--- src/rtl/balance_pkg.sv ---
// Shared types and helpers for the balance sequencer: FSM state encoding,
// steering pot limits and the 14-to-12-bit signed saturator.
package balance_pkg;

    typedef enum logic [2:0] {
        OFF   = 3'd0,
        ARMED = 3'd1,
        WAIT  = 3'd2,
        SCALE = 3'd3,
        MIX   = 3'd4,
        DONE  = 3'd5
    } state_t;

    localparam logic [11:0] STEER_CENTER = 12'h7FF;
    localparam logic [11:0] STEER_MIN    = 12'h200;
    localparam logic [11:0] STEER_MAX    = 12'hE00;

    function automatic logic signed [11:0] sat_s12(input logic signed [13:0] v);
        if (v > 14'sd2047)
            return 12'sh7FF;
        else if (v < -14'sd2048)
            return 12'sh800;
        else
            return v[11:0];
    endfunction

endpackage

--- src/rtl/steer_mixer.sv ---
// Combinational MIX stage: clip and scale the steering pot, add/subtract it
// from the soft-started PID term, saturate, and flag excessive speed.
module steer_mixer
    import balance_pkg::*;
#(
    parameter int TOO_FAST_LIM = 1536
) (
    input  logic [11:0] pid_ss,
    input  logic [11:0] steer_pot,
    input  logic        en_steer,
    input  logic        rider_off,
    output logic [11:0] lft,
    output logic [11:0] rght,
    output logic        too_fast
);

    localparam logic [12:0] LIM = 13'(TOO_FAST_LIM);

    logic        [11:0] clipped;
    logic signed [12:0] err;
    logic signed [13:0] err14;
    logic signed [13:0] err3;
    logic signed [13:0] steer_term;
    logic signed [13:0] pid14;
    logic signed [13:0] lft14;
    logic signed [13:0] rght14;
    logic signed [11:0] lft_sat;
    logic signed [11:0] rght_sat;
    logic        [12:0] lft_mag;
    logic        [12:0] rght_mag;

    always_comb begin
        clipped = steer_pot;
        if (steer_pot < STEER_MIN)
            clipped = STEER_MIN;
        else if (steer_pot > STEER_MAX)
            clipped = STEER_MAX;

        err        = $signed({1'b0, clipped}) - $signed({1'b0, STEER_CENTER});
        err14      = {err[12], err};
        err3       = err14 + (err14 <<< 1);
        // arithmetic shift rounds toward minus infinity
        steer_term = en_steer ? (err3 >>> 4) : 14'sd0;

        pid14  = {{2{pid_ss[11]}}, pid_ss};
        lft14  = pid14 + steer_term;
        rght14 = pid14 - steer_term;

        lft_sat  = rider_off ? 12'sd0 : sat_s12(lft14);
        rght_sat = rider_off ? 12'sd0 : sat_s12(rght14);

        // 13-bit magnitude so that -2048 is representable
        lft_mag  = lft_sat[11]  ? (13'd0 - {lft_sat[11], lft_sat})   : {1'b0, lft_sat};
        rght_mag = rght_sat[11] ? (13'd0 - {rght_sat[11], rght_sat}) : {1'b0, rght_sat};

        lft      = lft_sat;
        rght     = rght_sat;
        too_fast = (lft_mag > LIM) || (rght_mag > LIM);
    end

endmodule

--- src/rtl/balance_seq.sv ---
// Sequencer between inertial sensor, PID and motor drive: gates vld into the
// PID, waits out its latency, soft-start scales, mixes steering, emits speeds.
module balance_seq
    import balance_pkg::*;
#(
    parameter int PID_LAT      = 1,
    parameter int TOO_FAST_LIM = 1536
) (
    input  logic        clk,
    input  logic        rst_n,
    input  logic        vld,
    input  logic        pwr_up,
    input  logic        rider_off,
    input  logic        en_steer,
    input  logic [11:0] steer_pot,
    input  logic [11:0] PID_cntrl,
    input  logic [7:0]  ss_tmr,
    output logic        pid_vld,
    output logic [11:0] lft_spd,
    output logic [11:0] rght_spd,
    output logic        spd_vld,
    output logic        too_fast,
    output logic        ovr
);

    // The PID result is ready PID_LAT+1 cycles after the pid_vld cycle.
    localparam logic [3:0] WAIT_LOAD = 4'(PID_LAT + 1);

    state_t             state;
    state_t             state_nxt;
    logic        [3:0]  cnt;
    logic               pending;
    logic               accept;
    logic signed [11:0] pid_cap;
    logic signed [11:0] pid_ss;
    logic signed [20:0] prod;
    logic        [11:0] mix_lft;
    logic        [11:0] mix_rght;
    logic               mix_tf;

    // A new PID cycle launches on this edge.
    assign accept = pwr_up && (((state == ARMED) && (vld || pending)) ||
                               ((state == DONE) && pending));

    assign prod = $signed({{9{pid_cap[11]}}, pid_cap}) * $signed({13'd0, ss_tmr});

    always_ff @(posedge clk or negedge rst_n) begin
        if (!rst_n)
            state <= OFF;
        else
            state <= state_nxt;
    end

    always_comb begin
        state_nxt = state;
        case (state)
            OFF:     if (pwr_up) state_nxt = ARMED;
            ARMED:   if (vld || pending) state_nxt = WAIT;
            WAIT:    if (cnt == 4'd0) state_nxt = SCALE;
            SCALE:   state_nxt = MIX;
            MIX:     state_nxt = DONE;
            DONE:    state_nxt = pending ? WAIT : ARMED;
            default: state_nxt = OFF;
        endcase
        if (!pwr_up)
            state_nxt = OFF;
    end

    always_comb begin
        spd_vld = (state == DONE);
    end

    steer_mixer #(.TOO_FAST_LIM(TOO_FAST_LIM)) u_mixer (
        .pid_ss    (pid_ss),
        .steer_pot (steer_pot),
        .en_steer  (en_steer),
        .rider_off (rider_off),
        .lft       (mix_lft),
        .rght      (mix_rght),
        .too_fast  (mix_tf)
    );

    always_ff @(posedge clk or negedge rst_n) begin
        if (!rst_n) begin
            pid_vld  <= 1'b0;
            cnt      <= 4'd0;
            pending  <= 1'b0;
            ovr      <= 1'b0;
            pid_cap  <= 12'sd0;
            pid_ss   <= 12'sd0;
            lft_spd  <= 12'd0;
            rght_spd <= 12'd0;
            too_fast <= 1'b0;
        end else if (!pwr_up) begin
            pid_vld  <= 1'b0;
            cnt      <= 4'd0;
            pending  <= 1'b0;
            ovr      <= 1'b0;
            lft_spd  <= 12'd0;
            rght_spd <= 12'd0;
            too_fast <= 1'b0;
        end else begin
            pid_vld <= accept;

            if (accept)
                cnt <= WAIT_LOAD;
            else if ((state == WAIT) && (cnt != 4'd0))
                cnt <= cnt - 4'd1;

            if ((state == WAIT) && (cnt == 4'd0))
                pid_cap <= PID_cntrl;
            if (state == SCALE)
                pid_ss <= 12'(prod >>> 8);
            if (state == MIX) begin
                lft_spd  <= mix_lft;
                rght_spd <= mix_rght;
                too_fast <= mix_tf;
            end

            // One request may queue behind a busy update; a second is dropped.
            case (state)
                ARMED: pending <= pending && vld;
                WAIT, SCALE, MIX: begin
                    if (vld) begin
                        if (pending) ovr <= 1'b1;
                        else         pending <= 1'b1;
                    end
                end
                DONE: begin
                    if (pending) begin
                        pending <= 1'b0;
                        if (vld) ovr <= 1'b1;
                    end else if (vld) begin
                        pending <= 1'b1;
                    end
                end
                default: ;
            endcase
        end
    end

endmodule

--- config.mk ---
export PLATFORM = sky130hd
export DESIGN_NAME = balance_seq
export DESIGN_NICKNAME = d
export VERILOG_FILES = /design/src/rtl/balance_pkg.sv /design/src/rtl/steer_mixer.sv /design/src/rtl/balance_seq.sv
export SDC_FILE = /design/constraint.sdc
export NUM_CORES = 1
export LEC_CHECK = 0
export CORE_MARGIN = 3
export CORE_UTILIZATION = 57
export DETAILED_ROUTE_END_ITERATION = 8
export PLACE_DENSITY = 0.79
export RECOVER_POWER = 100
export SLEW_MARGIN = 10
export SYNTH_ARGS = -nofsm -noshare
export SYNTH_HDL_FRONTEND = slang
export SYNTH_SLANG_ARGS = --single-unit
--- constraint.sdc ---
create_clock -name clk -period 5.5 [get_ports clk]
set_input_delay 0.55 -clock clk [delete_from_list [all_inputs] [get_ports clk]]
set_output_delay 0.55 -clock clk [all_outputs]
set_load 0.005 [all_outputs]
==> results.toml <==
[status]
outcome = "finished, violations left"
violations = "capacitance limit, slew limit, setup timing"

[sta]
slew_headroom = -1.133
hold_viol = 0
tightestPinTransition_ns = 3.200
rsz0062_at_grt = "true"
hold-worst-slack_ns = 0.4764
final.min_clock_period_ns = 5.638
maximum_frequency_from_static_timing_analysis_mhz = 177.4
timing.final.max_slew_violations = 60
timing.final.crit_share = 1.025
finalWorstSetupSlack_ns = -0.1378
setup_viol_count_final = 6
timing.clock.skew_ns = 0.01659

[clock_network]
clockRootBuffer = "sky130_fd_sc_hd__clkbuf_16"
clk_lat_worst_skew_ns = 0.34
tritoncts = "yes"
clock-sinks = 59
cts.path.max_buffers = 2
clock_tree.htree_level_count = 3
cts_inserted_buffers = 9
worst_setup_hold_path_clk_slew_ns = 0.07
post_cts_hold_buffer_count = 0

[routing]
drc_errors = 0
antenna_left = 0
detailroute.via_count = 7520
firstDrtPassIters = 5
vias_per_cell = 5.719
detail_route.wirelength_um = 21370
detailedRoute.firstIterationViolations = 543
wl_per_cell_um = 16.25

[logic_synthesis]
postSynth.asyncResetShare = 1.000
syn_avg_cell_area_sq_um = 8.564
synth_flop_cell = "sky130_fd_sc_hd__dfrtp_1"
synth_adder_area_share = 0.3127
synth.yosys.warnings = 0
number_of_storage_elements_in_the_synthesis_netlist = 59
synth_cell_types = 69
synthesis.nets = 1116
synth-xor-area-share = 0.06295
yosys.area_share.simple = 0.1982
synth_top_family_by_area = "adder cells"
yosysSeqAreaShare = 0.1862
synth-compound-area-share = 0.1406
multiplexer_share_of_the_synthesized_area = 0.02256
netlist_instances = 926
netlist_area_sq_um = 7930
synth-edff-count = 0

[cells_and_area]
final_core_util = 0.8019
layoutNonFillerInstCount = 1315
final_layout_size_suffix_gt1_frac = 0.2467
commonest_non_fill_non_tap_cells_in_the_layout = "sky130_fd_sc_hd__buf_4, sky130_fd_sc_hd__inv_1, sky130_fd_sc_hd__nand2_1"
antenna_cells = 0
fill_cells = 796
combined_area_of_the_multi_input_logic_cells_sq_um = 6371
layout.cells.most_common = "sky130_fd_sc_hd__buf_4"
sequential_cell_area_sq_um = 1476
area_growth_pct = 35.50
design.final.nets = 1325

[setup_path]
worst_path_max_fanout = 3
critPathMostFrequentCell = "sky130_fd_sc_hd__buf_4"
critical_path_arrival_ns = 5.83
required_ns = 5.69
worst_path_largest_cell_delay_ns = 0.54
crit_slowest_cell = "sky130_fd_sc_hd__or4_4"
timing.critical_path.to_type = "flop"
setup.worst_path.class = "input pin to flop"
crit_path_start_kind = "input pin"

[global_route]
grt_pass1_vias = 7422
number_of_antenna_violations_at_the_first_check_in_global_routing = 0
grt_pass1_wl_um = 33960
grt_start_max_net_pins = 60
overflow = 0
groute.usage.overall = 0.2726

[place]
dpl.cell_count = 1281
post-dp-hpwl_um = 14800
placement.io_buffers = 65
routabilityCongestion = 0.9143

[die]
die_w_um = 124.0
core_region_area_sq_um = 13400
die_footprint_sq_um = 15360
floorplan.io_pins = 66
dieHeight_um = 124.0
row_count = 42
initial_core_util = 0.5918

[worst_hold_path]
type_of_the_tightest_min_delay_check = "flop to flop"

[flow_run]
cap_viol_max_count = 1
layout make-up:
class	count	share of cell area
multi-input combinational	708	0.5929
timing repair buffer	232	0.1751
sequential	59	0.1374
inverter	125	0.04367
clock buffer	11	0.02352
tap	176	0.02049
clock inverter	4	0.006870
metrics by stage:
stage	cell area [sq um]	worst slack, ns	setup TNS (ns)
finish	10750	-0.1378	-0.3372
global route	10750	-0.3888	-6.091
CTS	10400	0.0006462	0
detailed placement	9852	-0.7695	-15.10
global placement	9852	-0.5928	-11.65
floorplan	8039	-0.08452	-0.08452
critical path: cells and delay by family:
family	cells	cell delay, ns
adder cells (fa/ha/maj)	3	0.73
XOR/XNOR	1	0.23
AND/OR/NAND/NOR	7	1.41
AO/OA/AOI/OAI	12	2.04
buffers and inverters	6	0.86
cell usage after synthesis (14+ instances only):
cell type	instances	area share
sky130_fd_sc_hd__xor2_1	25	0.028
sky130_fd_sc_hd__nor3_1	14	0.0088
sky130_fd_sc_hd__fa_1	77	0.19
sky130_fd_sc_hd__xnor2_1	32	0.035
sky130_fd_sc_hd__nand2_1	102	0.048
sky130_fd_sc_hd__a21oi_1	40	0.025
sky130_fd_sc_hd__clkbuf_1	27	0.013
sky130_fd_sc_hd__o21ai_0	28	0.018
sky130_fd_sc_hd__and2_1	68	0.054
sky130_fd_sc_hd__mux2_2	14	0.020
sky130_fd_sc_hd__ha_1	75	0.12
sky130_fd_sc_hd__inv_1	124	0.059
sky130_fd_sc_hd__nor2_1	57	0.027
sky130_fd_sc_hd__dfrtp_1	59	0.19
registers in the layout, indices dropped and copies added (netlist names):
signal,flops
cnt,4
lft_spd,12
ovr,1
pending,1
pid_cap,12
pid_ss,12
pid_vld,1
rght_spd,12
state,3
too_fast,1
final timing paths:
kind	from	to	slack (ns)	cells past startpoint
worst min register to register	rght_spd[9]	rght_spd[9]	0.48	2
min in group asynchronous	rst_n	pid_cap[0]	1.38	2
max in group asynchronous	rst_n	pid_ss[2]	2.31	2
worst min-delay path	rght_spd[9]	rght_spd[9]	0.48	2
worst max-delay path	steer_pot[5]	too_fast	-0.14	29
worst max register to register	pid_cap[3]	pid_ss[8]	0.53	18
kinds of logic (layout without fill, tap and decap cells):
| kind of cell | count (synthesis) | after routing |
|---|---|---|
| AOI/OAI and AO/OA | 168 | 168 |
| xor gates and xnor gates | 57 | 57 |
| adders and majority gates | 152 | 152 |
| buffers and inverters | 159 | 372 |
| DFF | 59 | 59 |
| muxes | 16 | 16 |
| and+or+nand+nor | 315 | 315 |
layer usage:
| metal | track usage | up-vias | routed length [um] |
|---|---|---|---|
| met4 | 0.07050 | 0 | 543 |
| met5 | 0 | - | 0 |
| met1 | 0.3562 | 3666 | 8737 |
| met3 | 0.03088 | 63 | 1138 |
| met2 | 0.4829 | 299 | 10950 |
| li1 | - | 3492 | - |
repair_timing:
item	CTS	global route
gates resized for setup	47	75
setup endpoints to repair	23	28
gates cloned	1	0
buffers inserted	12	6
pin swaps	21	36
Power is left out: the tool's default activity adds up to more than one toggle a clock period on the data nets, which glitch-free logic cannot reach.
==> patch 1 (same flow settings) <==
Register the input `steer_pot` before use, without a reset. The logic sees it one clock later. The other inputs are not delayed to match.
--- a/src/rtl/balance_seq.sv
+++ b/src/rtl/balance_seq.sv
@@ -27,2 +27,8 @@
     localparam logic [3:0] WAIT_LOAD = 4'(PID_LAT + 1);
+
+    logic [11:0] steer_pot_q;
+
+    always_ff @(posedge clk) begin
+        steer_pot_q <= steer_pot;
+    end
 
@@ -74,3 +80,3 @@
         .pid_ss    (pid_ss),
-        .steer_pot (steer_pot),
+        .steer_pot (steer_pot_q),
         .en_steer  (en_steer),
Formal check against the unedited RTL: not equivalent (a bounded check fails within 10 cycles, from zero or initial values and one cycle with rst_n low).
==> patch 1 against the original RTL <==
  * The flow finishes with violations (max-capacitance violations, max-slew violations)
  * Worst setup slack better by 330 ps
  * Routed wire length shrank 14%
  * First-iteration DRC count down 26%
  * Cell area fell by 7.0%
  * Non-clock buffer count is 126 lower
  * Clock skew is 6.2 ps lower
  * Sequential cell count is 12 higher
  * Die area rose by 7.2%
  * Synthesized area increased by 7.6%
  * Count of clock-buffer cells in the layout fell by 1
  * Critical endpoint unchanged
  * Highest routed layer unchanged
Power is left out: the tool's default activity adds up to more than one toggle a clock period on the data nets, which glitch-free logic cannot reach.
==> patch 1: results (changes against the original RTL) <==
----------------------------------------------------
[Hold path]
  Cell depth of the worst min-delay path ... 1 (-1)
  Kind of path behind the tightest hold check ... flip-flop to flip-flop
  Worst hold start ... lft_spd[4]

[STA]
  Slew Limit Fails ... 60 (unchanged)
  Setup clock skew after layout ... 10.4 ps (-6.22 ps)
  Relative slew slack ... -1.10 (+0.0292)

[Logic synthesis]
  Leading cell types by total area after synthesis ... sky130_fd_sc_hd__fa_1, sky130_fd_sc_hd__dfrtp_1, sky130_fd_sc_hd__ha_1
  Share of synthesized registers carrying an async set or reset ... 0.831 (-0.169)
  Post-synthesis net count ... 1173 (+5.1%)
  Most frequent cells after synthesis ... sky130_fd_sc_hd__inv_1, sky130_fd_sc_hd__nand2_1, sky130_fd_sc_hd__ha_1

[Placement]
  Routability-driven placement congestion ratio ... 0.907 (-0.85%)
  Detailed-placement wirelength estimate ... 14.8 mm (+0.18%)

[Drt]
  Total met2 wirelength after detailed routing ... 9.23 mm (-16%)
  Iteration-0 DRC count of the detailed router ... 400 (-26%)
  M1 wire length ... 8.03 mm (-8.1%)
  Post-detailed-route wirelength per cell ... 14.6 µm (-10%)
  Detailed-routing iteration count for the pre-antenna-repair pass ... 7 (+2)
  Via Count ... 7144 (-5.0%)

[Global routing]
  Number of global-route vias before repair ... 6956 (-6.3%)
  Global-route usage over all layers ... 0.231 (-0.0421)
  Wire length of the first global-routing pass ... 31.3 mm (-7.8%)

[Job]
  Reported max-cap violation count ... 1 (unchanged)

[Setup path]
  Reg2reg path depth ... 25 (+7)
  Critical path peak fanout ... 8 (+5)
  Reg2reg start ... steer_pot_q[10]
  Critical setup path kind ... flip-flop to flip-flop
  Standard cell with the maximum stage delay on the critical path ... sky130_fd_sc_hd__or4b_4

[Run status]
  Run status ... complete, but fails checks
  Failing checks ... max-capacitance violations, max-slew violations

[Finish]
  Share of final-layout standard cells stronger than drive strength 1 ... 0.106 (-0.140)

----------------------------------------------------
## patch 1: worst paths after layout
kind	slack, ps	endpoint
max	190	too_fast
max in group asynchronous	2370	pid_ss[5]
min in group asynchronous	1350	rght_spd[7]
min reg2reg	470	lft_spd[4]
max reg2reg	190	too_fast
min	470	lft_spd[4]
## patch 1: through the flow
step                      setup slack, ps  utilization  cells  hold WS, ps
after detailed placement            -7.48        0.656   1237          466
after CTS                            10.7        0.677   1253          371
after global routing                -39.7        0.685   1255          486
after floorplan                       145            -    979          254
after global placement                101        0.656   1237          460
final                                 189        0.685   1255          471
## patch 1: logic make-up (layout without fill, tap and decap cells)
family | after synthesis | after routing | share of synthesized area
and+or+nand+nor | 327 | 327 | 0.196
AOI/OAI and AO/OA | 201 | 201 | 0.164
buffers and inverters | 160 | 252 | 0.0720
adders and majority gates | 156 | 156 | 0.296
DFF | 71 | 71 | 0.201
xor gates and xnor gates | 45 | 45 | 0.0462
muxes | 19 | 19 | 0.0245
## patch 1: repair_timing
item / 4_1_cts / 5_1_grt
cloned: 0 / 0
gates resized for setup: 5 / 27
setup buffers: 0 / 2
hold buffers: 0 / 0
hold endpoints to repair: 0 / 0
pin swaps: 1 / 7
setup endpoints to repair: 1 / 25
## patch 1: layout make-up
class	count	share of cell area
multi-input cells	748	0.634
flip-flops and latches	71	0.172
repair buffers	106	0.0950
inverters	130	0.0488
well taps	184	0.0230
clock buffers	10	0.0229
clock inverters	6	0.00463
## patch 1: metal layers
metal	up-vias	track usage
met4	0	0.0724
met3	31	0.0336
met2	154	0.402
met1	3480	0.296
met5	-	0
li1	3479	-
==> patch 2 (same flow settings) <==
Made on the original files. Set the package constant `STEER_MAX` to 12'h700 (it was 12'hE00).
--- a/src/rtl/balance_pkg.sv
+++ b/src/rtl/balance_pkg.sv
@@ -15,3 +15,3 @@
     localparam logic [11:0] STEER_MIN    = 12'h200;
-    localparam logic [11:0] STEER_MAX    = 12'hE00;
+    localparam logic [11:0] STEER_MAX    = 12'h700;
 
Behaviour: not the same (Yosys sat finds a counterexample within 10 cycles, from zero or initial values and one cycle with rst_n low).
==> patch 2 against the original RTL <==
  * The run ends with max-capacitance violations, max-slew violations left
  * Largest cell class unchanged
  * Hold slack got worse by 6.4 ps
  * Worst setup slack improved by 310 ps
  * Clock skew down 11 ps
  * Sequential cell count unchanged
  * Routed wire length decreased by 4.0%
  * Cell area shrank 2.4%
  * Critical path type unchanged
  * Synthesized area down 0.76%
Power is left out: the tool's default activity adds up to more than one toggle a clock period on the data nets, which glitch-free logic cannot reach.
==> patch 2: results (changes against the original RTL) <==
----------------------------------------------------
[Run status]
  Run status ... complete, but fails checks
  Failing checks ... max-capacitance violations, max-slew violations

[Logic synthesis]
  Post-synthesis mux area share ... 0.0226 (about the same)
  Most frequent cells after synthesis ... sky130_fd_sc_hd__inv_1, sky130_fd_sc_hd__nand2_1, sky130_fd_sc_hd__fa_1
  Number of instances in the synthesized netlist ... 909 (-1.8%)
  Post-Synth Adder-Cell Area ... 0.315 (+0.00239)
  Leading cell types by total area after synthesis ... sky130_fd_sc_hd__fa_1, sky130_fd_sc_hd__dfrtp_1, sky130_fd_sc_hd__ha_1
  Fraction of synthesized cell area in xor and xnor cells ... 0.0534 (-0.00954)

[Placement]
  Detailed-placement wirelength estimate ... 15.1 mm (+2.1%)

[Finish]
  # fillers ... 877 (+10%)
  Layout-stage area growth over the synthesis result ... 33.3%
  Nonclk inv count ... 127 (+1.6%)
  Non-clk buf share ... 0.170 (-0.00466)
  Plain + repair buffers ... 219 (-5.6%)
  CLK BUF ... 10 (-1)
  Multi-input gate share of total cell area ... 0.597 (+0.00376)
  Count of multi-input combinational gates ... 698 (-1.4%)

[Setup path]
  Critical Path AT ... 5540 ps (-290 ps)

[Drt]
  Total met2 wirelength after detailed routing ... 10.7 mm (-1.9%)
  Iteration-0 DRC count of the detailed router ... 510 (-6.1%)
  Via Count ... 7263 (-3.4%)
  Post-detailed-route wirelength per cell ... 15.9 µm (-2.4%)
  Metal3 WL ... 933 µm (-18%)

[Global routing]
  Global-route usage over all layers ... 0.270 (-0.00297)
  Met3 layer usage reported by global route ... 0.0357 (+0.00480)
  GR Util met1 ... 0.343 (-0.0135)
  Number of global-route vias before repair ... 7160 (-3.5%)
  Met2 usage in global routing ... 0.473 (-0.0103)

[STA]
  Pin slew with the least headroom to its limit ... 3240 ps (+39.1 ps)
  Setup clock skew after layout ... 5.77 ps (-10.8 ps)
  Slew Limit Fails ... 60 (unchanged)

[Clocking]
  Number of buffers added for setup after CTS ... 13 (+1)
  Clock edge transition at the registers on the reported setup and hold paths ... 50 ps (-20 ps)
  Resized Gates After CTS ... 53 (+13%)

[Job]
  Reported max-cap violation count ... 1 (unchanged)

----------------------------------------------------
[patch 2: cell types whose count changed after synthesis, sizes merged, moves of 4 or more]
cell | unedited run | this run
nand2b | 9 | 17
o31ai | 3 | 10
nor3 | 14 | 22
o21ai | 39 | 43
and2 | 68 | 64
xnor2 | 32 | 26
buf | 7 | 2
nor2 | 59 | 50
a31oi | 10 | 6
[patch 2: critical path, delay by kind of cell]
family | cells | cell delay (ps)
xor+xnor | 3 | 540
compound gates | 6 | 1000
buf+inv | 3 | 350
fa+ha+maj | 3 | 820
simple gates | 13 | 2270
[patch 2: path summary, 6_finish.rpt]
check                                   from  slack [ps]      endpoint  depth (start not counted)
worst min register to register  rght_spd[11]         470  rght_spd[11]                          2
worst max-delay path            steer_pot[4]         170      too_fast                         28
min in group asynchronous              rst_n        1390   rght_spd[4]                          2
max in group asynchronous              rst_n        2270    pid_cap[1]                          2
worst max register to register    pid_cap[3]         590    pid_ss[11]                         19
worst min-delay path            rght_spd[11]         470  rght_spd[11]                          2
